$ cat src/rtl/map_ram_arbiter.sv
// Round-robin arbiter sharing the single-port map RAM between game-logic requesters.
// Grants are issued only while win is high; each transaction runs ACCESS -> WAIT -> RESP.
module map_ram_arbiter #(
    parameter int N_REQ  = 3,
    parameter int ADDR_W = 8,
    parameter int DATA_W = 4
) (
    input  logic                    clk,
    input  logic                    reset_n,
    input  logic                    win,
    input  logic [N_REQ-1:0]        req,
    input  logic [N_REQ-1:0]        we,
    input  logic [N_REQ*ADDR_W-1:0] addr,
    input  logic [N_REQ*DATA_W-1:0] wdata,
    output logic [N_REQ-1:0]        ack,
    output logic [DATA_W-1:0]       rdata,
    output logic                    busy,
    output logic [ADDR_W-1:0]       ram_addr,
    output logic                    ram_we,
    output logic [DATA_W-1:0]       ram_wdata,
    input  logic [DATA_W-1:0]       ram_rdata
);
    localparam int IDX_W = (N_REQ > 1) ? $clog2(N_REQ) : 1;
    localparam logic [IDX_W-1:0] LAST_RST = IDX_W'(N_REQ - 1);
    localparam logic [N_REQ-1:0] ACK_ONE  = N_REQ'(1);

    typedef enum logic [1:0] {
        IDLE,
        ACCESS,
        WAIT,
        RESP
    } state_t;

    state_t           state;
    logic [IDX_W-1:0] last;
    logic [IDX_W-1:0] gnt;
    logic             gnt_we;
    logic             pick_vld;
    logic [IDX_W-1:0] pick_idx;

    function automatic logic [IDX_W-1:0] wrap_inc(input logic [IDX_W-1:0] i);
        return (int'(i) == N_REQ - 1) ? '0 : i + 1'b1;
    endfunction

    // Search starts just after the last granted requester, so the previous winner goes last.
    always_comb begin
        logic [IDX_W-1:0] cand;
        pick_vld = 1'b0;
        pick_idx = last;
        cand     = last;
        for (int k = 0; k < N_REQ; k++) begin
            cand = wrap_inc(cand);
            if (!pick_vld && req[cand]) begin
                pick_vld = 1'b1;
                pick_idx = cand;
            end
        end
    end

    always_ff @(posedge clk or negedge reset_n) begin
        if (!reset_n) begin
            state     <= IDLE;
            last      <= LAST_RST;
            gnt       <= '0;
            gnt_we    <= 1'b0;
            ack       <= '0;
            rdata     <= '0;
            busy      <= 1'b0;
            ram_addr  <= '0;
            ram_we    <= 1'b0;
            ram_wdata <= '0;
        end else begin
            case (state)
                IDLE: begin
                    if (win && pick_vld) begin
                        gnt       <= pick_idx;
                        gnt_we    <= we[pick_idx];
                        ram_addr  <= addr[int'(pick_idx)*ADDR_W +: ADDR_W];
                        ram_we    <= we[pick_idx];
                        ram_wdata <= wdata[int'(pick_idx)*DATA_W +: DATA_W];
                        busy      <= 1'b1;
                        state     <= ACCESS;
                    end
                end
                ACCESS: begin
                    ram_we <= 1'b0;
                    state  <= WAIT;
                end
                // RAM output for the ACCESS address is valid during WAIT.
                WAIT: begin
                    ack <= ACK_ONE << gnt;
                    if (!gnt_we) begin
                        rdata <= ram_rdata;
                    end
                    state <= RESP;
                end
                RESP: begin
                    ack   <= '0;
                    busy  <= 1'b0;
                    last  <= gnt;
                    state <= IDLE;
                end
                default: begin
                    state <= IDLE;
                end
            endcase
        end
    end
endmodule

$ cat config.mk
export PLATFORM = sky130hd
export DESIGN_NAME = map_ram_arbiter
export DESIGN_NICKNAME = d
export VERILOG_FILES = /design/src/rtl/map_ram_arbiter.sv
export SDC_FILE = /design/constraint.sdc
export NUM_CORES = 1
export LEC_CHECK = 0
export ABC_CLOCK_PERIOD_IN_PS = 3700
export BUFFER_PORTS_ARGS = -buffer_cell sky130_fd_sc_hd__buf_4
export CAP_MARGIN = 25
export CELL_PAD_IN_SITES_DETAIL_PLACEMENT = 0
export CELL_PAD_IN_SITES_GLOBAL_PLACEMENT = 1
export CORE_MARGIN = 4
export CORE_UTILIZATION = 38
export CTS_CLUSTER_DIAMETER = 40
export DETAILED_ROUTE_END_ITERATION = 7
export GPL_TIMING_DRIVEN = 0
export PLACE_DENSITY_LB_ADDON = 0.1
export SLEW_MARGIN = 20
export SYNTH_ARGS = -nofsm -noshare
export SYNTH_HDL_FRONTEND = slang
export SYNTH_SLANG_ARGS = --single-unit
export TNS_END_PERCENT = 10
$ cat constraint.sdc
create_clock -name clk -period 3.7 [get_ports clk]
set_input_delay 0.185 -clock clk [delete_from_list [all_inputs] [get_ports clk]]
set_output_delay 0.185 -clock clk [all_outputs]
set_load 0.005 [all_outputs]
==> impl_metrics.ini, run 1 <==
[status]
status = complete, no violations

[synthesis]
ys_seq_area_frac = 0.4407
yosysUniqueCellTypes = 35
avgSynthCellArea_sq_um = 10.91
synth_area_leaders = dfrtp_1 (42%), mux2i_1 (8.2%), o211ai_2 (7.1%)
synth_commonest_cells = dfrtp_1 (27), nand2_1 (18), nand3_1 (15), mux2i_1 (13), o211ai_2 (9)
synth_seq_cells = 28
netlist_instances = 146
synth_warnings = 0
yosysMostFrequentCell = dfrtp_1
synth_edf_count = 0
synth_largest_area_cell = dfrtp_1
synth.net_count = 200
async_flop_share = 1.000
synth.top_cell.area_share = 0.4242
synthesis.area_sq_um = 1593
synth_ff_type = dfrtp_1

[placed_design]
gp_congestion = 0.8017
hpwl_um = 3195
portBuffers = 69

[detailed_routing]
wire_per_inst_um = 14.98
drtIter0Drc = 58
num_vias = 1362
firstDrtPassIters = 4
drt_wl_total_um = 4044
avgViaCountPerCell = 5.044
ant_nets = 0
drc = 0

[min_path]
hp-class = in -> reg

[die]
coreArea_sq_um = 4029
io_pins = 70
die_area_sq_um = 5291
rows = 23
initial_utilization = 0.3953
fp.dieH_um = 72.74
die_width_um = 72.74

[clock_network]
holdBufCountCts = 1
cts-root-buf = clkbuf_8
clk_latency_ns = 0.27
cts_tree = done
clock-sinks = 28
clockBufferDepth = 2
cts_setup_buffers = 0
clk_pin_slew_ns = 0.10
cts.htree.levels = 1
cts-resized-gates = 0
cts_buffers = 3

[timing]
fin_tns_setup_ns = 0
worstMarginPinSlew_ns = 0.5194
hold_violations = 0
rsz0062_at_grt = false
finalCriticalPeriod_ns = 1.722
final_max_slew_viol_count = 0
fin_crit_sh = 0.4654
whs_ns = 0.1441
finalClockSkew_ns = 0.002878
setup_viol = 0
fmax_mhz = 580.7
relSlewSlack = 0.6508

[grt]
grt_pass1_wl_um = 6603
antenna_found_initial = 0
first_global_vias = 1437
gr-usage-all-layers = 0.1565
grt_max_degree = 29
gr-total-overflow = 0

[critical_path]
criticalPathCategory = reg -> reg
cp_data_arrival_time_ns = 1.89
worstSetupStartpointType = flip-flop
cp_max_fo = 7
required_ns = 3.86
cp_cell_sequence = inv_1 > ha_1 > nor2b_1 > mux2_2
slowest_stage = dfrtp_1
critPathMaxStageDelay_ns = 0.42
endpoint_kind = flip-flop

[cells_and_area]
diodes = 0
fin_nets = 275
area_delta_synth_final_pct = 41.56
drive_above_1_share = 0.4727

[power_and_ir_drop]
power.density_nw_per_um2 = 699.9
p_leak_nw = 1.133
ir_worst_vdd_v = 0.0002651

[run]
max_cap_violations = 0
[area by class of cell]
class / count / area [sq um]
Buffer: 6 / 63.81
Timing Repair Buffer: 70 / 528.0
Multi-Input combinational cell: 110 / 819.5
Clock buffer: 3 / 41.29
Inverter: 2 / 7.507
Clock inverter: 1 / 30.03
Fill cell: 361 / 1774
Sequential cell: 28 / 701.9
Tap cell: 50 / 62.56
[kinds of logic (layout without fill, tap and decap cells)]
| group | after synthesis | count (layout) | share of synthesized area |
|---|---|---|---|
| and+or+nand+nor | 57 | 57 | 0.1917 |
| AOI/OAI and AO/OA | 29 | 29 | 0.1595 |
| DFF | 28 | 28 | 0.4407 |
| adders and majority gates | 5 | 5 | 0.03928 |
| muxes | 19 | 19 | 0.1241 |
| buffers and inverters | 8 | 82 | 0.04478 |
[power by group]
part           leakage [nW]  internal [W]  switching [W]  total, W
Clock                0.0357      0.000145      0.0000948  0.000239
Sequential            0.346      0.000455      0.0000989  0.000554
Combinational         0.752      0.000421       0.000364  0.000785
Total                  1.13       0.00102       0.000558   0.00158
[through the flow]
step | instance area [sq um] | setup WS (ns) | total power [W] | util | std cells
after floorplan | 1593 | 2.209 | 0.001026 | - | 146
after global placement | 2173 | 2.043 | 0.001320 | 0.5394 | 265
after detailed placement | 2173 | 1.953 | 0.001357 | 0.5394 | 265
after CTS | 2255 | 1.943 | 0.001601 | 0.5596 | 270
after global routing | 2255 | 1.867 | 0.001705 | 0.5596 | 270
final | 2255 | 1.978 | 0.001578 | 0.5596 | 270
[layer usage]
metal,share of wire,up-vias,global-route usage
met5,0,-,0
met4,0.0042,0,0.02459
met3,0.053,2,0.03444
met2,0.52,38,0.2766
met1,0.43,652,0.1986
li1,-,670,-
[sequential cells by signal, summed over array words and instances (netlist names)]
| name | count |
|---|---|
| gnt | 2 |
| state | 2 |
| ram_addr | 8 |
| last | 2 |
| ram_wdata | 4 |
| rdata | 4 |
| ram_we | 1 |
| busy | 1 |
| ack | 3 |
| gnt_we | 1 |
[critical path, delay by kind of cell, from the launching register on]
family                   cells  cell delay, ns
multiplexers                 1            0.38
flip-flops                   1            0.42
buffers and inverters        1            0.14
adder cells (fa/ha/maj)      1            0.29
AND/OR/NAND/NOR              1            0.39
[worst paths after layout]
kind,start,to,cells after the start,slack (ns)
setup / recovery,state[0],rdata[0],4,1.98
hold / removal,ram_rdata[3],rdata[3],2,0.14
setup reg to reg,state[0],rdata[0],4,1.98
hold reg to reg,ram_addr[7],ram_addr[7],2,0.50
max in group asynchronous,reset_n,last[1],2,3.02
min in group asynchronous,reset_n,ram_we,2,0.36
[cell usage in the layout (no fill, tap or decap), types with 3 or more instances in the layout]
master    instances
buf_4            69
dfrtp_1          27
nand2_1          18
nand3_1          15
mux2i_1          13
o211ai_2          9
nor2_1            8
mux2_2            6
o21ai_0           5
ha_1              5
buf_6             3
nand2b_1          3
a21oi_1           3
o211ai_1          3
clkbuf_8          3
Power figures use the tool's default switching activity.
==> inputs of run 2 (changes only) <==
Settings changed: ABC_CLOCK_PERIOD_IN_PS 3700 to 1800, CORE_UTILIZATION 38 to 35.
Clock period 3.7 ns to 1.8 ns, I/O delays scaled along.
==> run 2 against run 1 <==
Against the previous run:
- first-iteration DRC count is 40% lower
- design area is 0.22% higher
- final cell count is 0.74% higher
- routed wire length is 3.5% higher
- via count is 0.29% higher
- global-route usage is 1.0 points lower
- sequential share of layout area is 0.069 points lower
- power is 110% higher
- sequential cell count stayed put
- hold slack worse by 0.11 ns
- largest power group unchanged
- highest routed layer unchanged
==> impl_metrics.ini, run 2 (same netlist as run 1, synthesis figures left out) <==
[status]
status = complete, no violations

[die]
die_area_sq_um = 5694
io_pins = 70
rows = 24
initial_utilization = 0.3633
coreArea_sq_um = 4384
die_width_um = 75.46
fp.dieH_um = 75.46

[critical_path]
crit_start = state[0]
cp_common_cell = nand2_1
ff2ff_setup_slack_ns = 0.17
cp_data_arrival_time_ns = 1.80
reg2reg_to = ram_addr[4]
criticalPathCategory = reg -> reg
required_ns = 1.97
cp_cell_sequence = inv_1 > ha_1 > nand2_1 > buf_2 > nand2_1 > o211ai_2
endpoint_kind = flip-flop
r2r_cells = 6
worstSetupStartpointType = flip-flop
slowest_stage = dfrtp_1
rr_startpoint = state[0]
cp_max_fo = 10
critPathMaxStageDelay_ns = 0.42

[run]
max_cap_violations = 0

[timing]
hold_violations = 0
finalCriticalPeriod_ns = 1.629
fin_crit_sh = 0.9050
rsz0062_at_grt = false
fmax_mhz = 613.9
setup_viol = 0
relSlewSlack = 0.6359
final_max_slew_viol_count = 0
worstMarginPinSlew_ns = 0.5415
fin_tns_setup_ns = 0
finalClockSkew_ns = 0.002805

[clock_network]
cts_buffers = 3
cts-root-buf = clkbuf_8
clk_pin_slew_ns = 0.10
clk_latency_ns = 0.28
cts_setup_buffers = 0
clock-sinks = 28
clockBufferDepth = 2
cts_tree = done
cts.htree.levels = 1

[detailed_routing]
drt_wl_total_um = 4187
wire_per_inst_um = 15.39
num_vias = 1366
drc = 0
ant_nets = 0
drtIter0Drc = 35
firstDrtPassIters = 4
avgViaCountPerCell = 5.022

[power_and_ir_drop]
p_leak_nw = 1.133
power_w = 0.003257
ir_worst_vdd_v = 0.0005452
power.density_nw_per_um2 = 1441

[cells_and_area]
fill_cells = 392
largest_reg_flops = 8
regMostFlops = ram_addr
diodes = 0
final_util = 0.5154
fin_nets = 275
drive_above_1_share = 0.4773
layout_common_cells = buf_4 (69), dfrtp_1 (27), nand2_1 (18)
final_common_cell = buf_4
multi_input_area_sq_um = 822.0
top_regs = ram_addr (8), ram_wdata (4), rdata (4)
regArea_sq_um = 701.9
area_delta_synth_final_pct = 41.87

[min_path]
holdPathEnd = rdata[3]
min_path_cells = 2
worstHoldStart = ram_rdata[3]
hp-class = in -> reg

[grt]
gr-total-overflow = 0
gr-usage-all-layers = 0.1463
grt_max_degree = 29
first_global_vias = 1361
gr-usage-met2 = 0.2474
use_met3 = 0.02639
grt-busiest-layer = met2
grt_util_met1 = 0.1814
antenna_found_initial = 0
grt_pass1_wl_um = 6279

[placed_design]
hpwl_um = 3251
gp_congestion = 0.8141
portBuffers = 69
run 2: cell types whose count changed in the layout (fill, tap and decap cells not counted):
cell,change
nor2b_1,-1
nor2b_2,+1
run 2: repair_timing:
item,CTS,global route
hold buffers,1,0
hold endpoints to repair,27,0
gates resized for setup,0,1
setup endpoints to repair,0,4
run 2: worst max-delay path by stage:
stage | endpoint | cells after the start
2_1_floorplan | rdata[0] | 4
3_3_place_gp | rdata[2] | 4
6_report | ram_addr[4] | 6
4_1_cts | rdata[2] | 4
5_1_grt | ram_addr[2] | 6
3_5_place_dp | rdata[1] | 4
run 2: where the power goes:
part | leakage [nW] | internal, W | switching, W | total [W]
logic | 0.752 | 0.000866 | 0.000749 | 0.00161
registers | 0.346 | 0.000935 | 0.000199 | 0.00113
clock network | 0.0357 | 0.000298 | 0.000210 | 0.000508
run 2: area by class of cell:
class                           count  area share
Buffer                              6     0.02824
Clock buffer                        3     0.01827
Clock inverter                      1     0.01329
Inverter                            2    0.003322
Multi-Input combinational cell    110      0.3638
Sequential cell                    28      0.3106
Tap cell                           52     0.02879
Timing Repair Buffer               70      0.2337
run 2: critical path: cells and delay by family, from the launching register on:
| kind | cells | cell delay [ns] |
|---|---|---|
| AOI/OAI and AO/OA | 1 | 0.08 |
| DFF | 1 | 0.42 |
| and+or+nand+nor | 2 | 0.33 |
| buffers and inverters | 2 | 0.38 |
| adders and majority gates | 1 | 0.30 |
run 2: stage by stage:
step | hold WS [ns] | cells | setup WS [ns] | cell area [sq um]
global route | 0.03552 | 272 | 0.01389 | 2260
detailed placement | 0.03746 | 267 | 0.07961 | 2176
floorplan | -0.2056 | 146 | 0.3089 | 1593
CTS | 0.03106 | 272 | 0.06701 | 2257
global placement | 0.02874 | 267 | 0.1764 | 2176
finish | 0.03790 | 272 | 0.1711 | 2260
run 2: layer usage:
metal,part of all wire,routed length (um)
met5,0,0
met3,0.080,334
met1,0.40,1690
met2,0.50,2107
met4,0.013,55
==> inputs of run 3 (changes only) <==
Settings changed: PLACE_DENSITY set to 0.83, PLACE_DENSITY_LB_ADDON 0.1 to unset.
==> run 3 against run 2 <==
Against the previous run:
- clock power down 2%
- sequential cell count did not move
- hold slack better by 0.0037 ns
- global-route usage fell by 0.91 points
- setup slack worse by 0.038 ns
- die area stayed put
- utilization decreased by 0.057 points
- final cell count stayed put
- design area decreased by 0.11%
- count of clock-buffer cells in the layout unchanged
==> impl_metrics.ini, run 3 (same netlist as run 1, synthesis figures left out) <==
[cells_and_area]
final_common_cell = buf_4
layout_common_cells = buf_4 (69), dfrtp_1 (27), nand2_1 (18)
largest_reg_flops = 8
area_delta_synth_final_pct = 41.71
regMostFlops = ram_addr
final_util = 0.5148
design_area_sq_um = 2257
fin_nets = 275
top_regs = ram_addr (8), ram_wdata (4), rdata (4)
drive_above_1_share = 0.4727
diodes = 0

[placed_design]
portBuffers = 69
post-place-ws_ns = 0.1349
gp_congestion = 0.7364
hpwl_um = 3011
place_area_sq_um = 2176

[timing]
fmax_mhz = 599.7
fin_crit_sh = 0.9263
setup_viol = 0
hold_violations = 0
final_max_slew_viol_count = 0
finalClockSkew_ns = 0.004232
worstMarginPinSlew_ns = 0.4617
finalCriticalPeriod_ns = 1.667
whs_ns = 0.04163
setup_ws_ns = 0.1326
rsz0062_at_grt = false
fin_tns_setup_ns = 0
relSlewSlack = 0.6896

[critical_path]
cp_max_fo = 7
ff2ff_setup_slack_ns = 0.13
cp_cell_sequence = inv_1 > ha_1 > nor2b_1 > mux2_2
path_buf_inv = 1
required_ns = 1.97
cpLargestDelayFamily = flip-flops
endpoint_kind = flip-flop
worstSetupStartpointType = flip-flop
slowest_stage = dfrtp_1
criticalPathCategory = reg -> reg
critPathMaxStageDelay_ns = 0.42
cp_data_arrival_time_ns = 1.84

[status]
status = complete, no violations

[grt]
first_global_vias = 1327
gr-usage-all-layers = 0.1372
gr-total-overflow = 0
grt_max_degree = 29
grt_pass1_wl_um = 6044
antenna_found_initial = 0

[clock_network]
cts-resized-gates = 0
clockBufferDepth = 2
cts_tree = done
cts_setup_buffers = 0
clk_pin_slew_ns = 0.10
clock-sinks = 28
cts-root-buf = clkbuf_8
cts.htree.levels = 1
holdBufCountCts = 1
cts_buffers = 3
clk_latency_ns = 0.27

[detailed_routing]
num_vias = 1360
wire_per_inst_um = 14.15
drtIter0Drc = 75
drt_wl_total_um = 3848
firstDrtPassIters = 4
drc = 0
avgViaCountPerCell = 5.000
ant_nets = 0

[die]
coreArea_sq_um = 4384
die_area_sq_um = 5694
io_pins = 70
die_width_um = 75.46
initial_utilization = 0.3633
fp.dieH_um = 75.46
rows = 24

[power_and_ir_drop]
power.density_nw_per_um2 = 1427
ir_worst_vdd_v = 0.0006322
p_leak_nw = 1.133

[run]
max_cap_violations = 0

[min_path]
hp-class = in -> reg
-- run 3: changes by cell type in the layout (fill, tap and decap cells not counted) --
cell,before,now
nor2b_1,1,2
nor2b_2,1,0
-- run 3: stage by stage --
step	total power [W]	std cells
after floorplan	0.002108	146
after global placement	0.002738	267
after detailed placement	0.002764	267
after CTS	0.003273	272
after global routing	0.003488	272
final	0.003220	272
-- run 3: cell type report --
| type | instances | area [sq um] |
|---|---|---|
| buffer | 6 | 63.81 |
| clock buffer | 3 | 41.29 |
| clock inverter | 1 | 30.03 |
| fill | 414 | 2127 |
| inverter | 2 | 7.507 |
| multi-input combinational | 110 | 819.5 |
| sequential | 28 | 701.9 |
| tap | 52 | 65.06 |
| timing repair buffer | 70 | 528.0 |
-- run 3: where the power goes --
group / switching (W) / internal [W] / leakage [nW]
combinational: 0.000729 / 0.000863 / 0.752
sequential: 0.000197 / 0.000935 / 0.346
clock: 0.000198 / 0.000298 / 0.0357
total: 0.00112 / 0.00210 / 1.13
-- run 3: worst register-to-register path, delay by kind of cell (launching register included) --
| kind | cells | cell delay, ns |
|---|---|---|
| buf+inv | 1 | 0.13 |
| flops | 1 | 0.42 |
| fa+ha+maj | 1 | 0.29 |
| mux | 1 | 0.38 |
| simple gates | 1 | 0.35 |
-- run 3: path summary, 6_finish.rpt --
kind	cells after the start	to	startpoint
max in group asynchronous	2	last[1]	reset_n
min in group asynchronous	2	ram_wdata[3]	reset_n
worst max-delay path	4	rdata[1]	state[0]
worst max register to register	4	rdata[1]	state[0]
worst min register to register	2	ram_addr[1]	ram_addr[1]
worst min-delay path	2	rdata[0]	ram_rdata[0]
-- run 3: routing by layer --
metal	vias up	track usage	routed length [um]
met5	-	0	0
met3	4	0.03166	238
met2	42	0.2301	1974
met1	643	0.1814	1597
li1	671	-	-
met4	0	0.02913	38
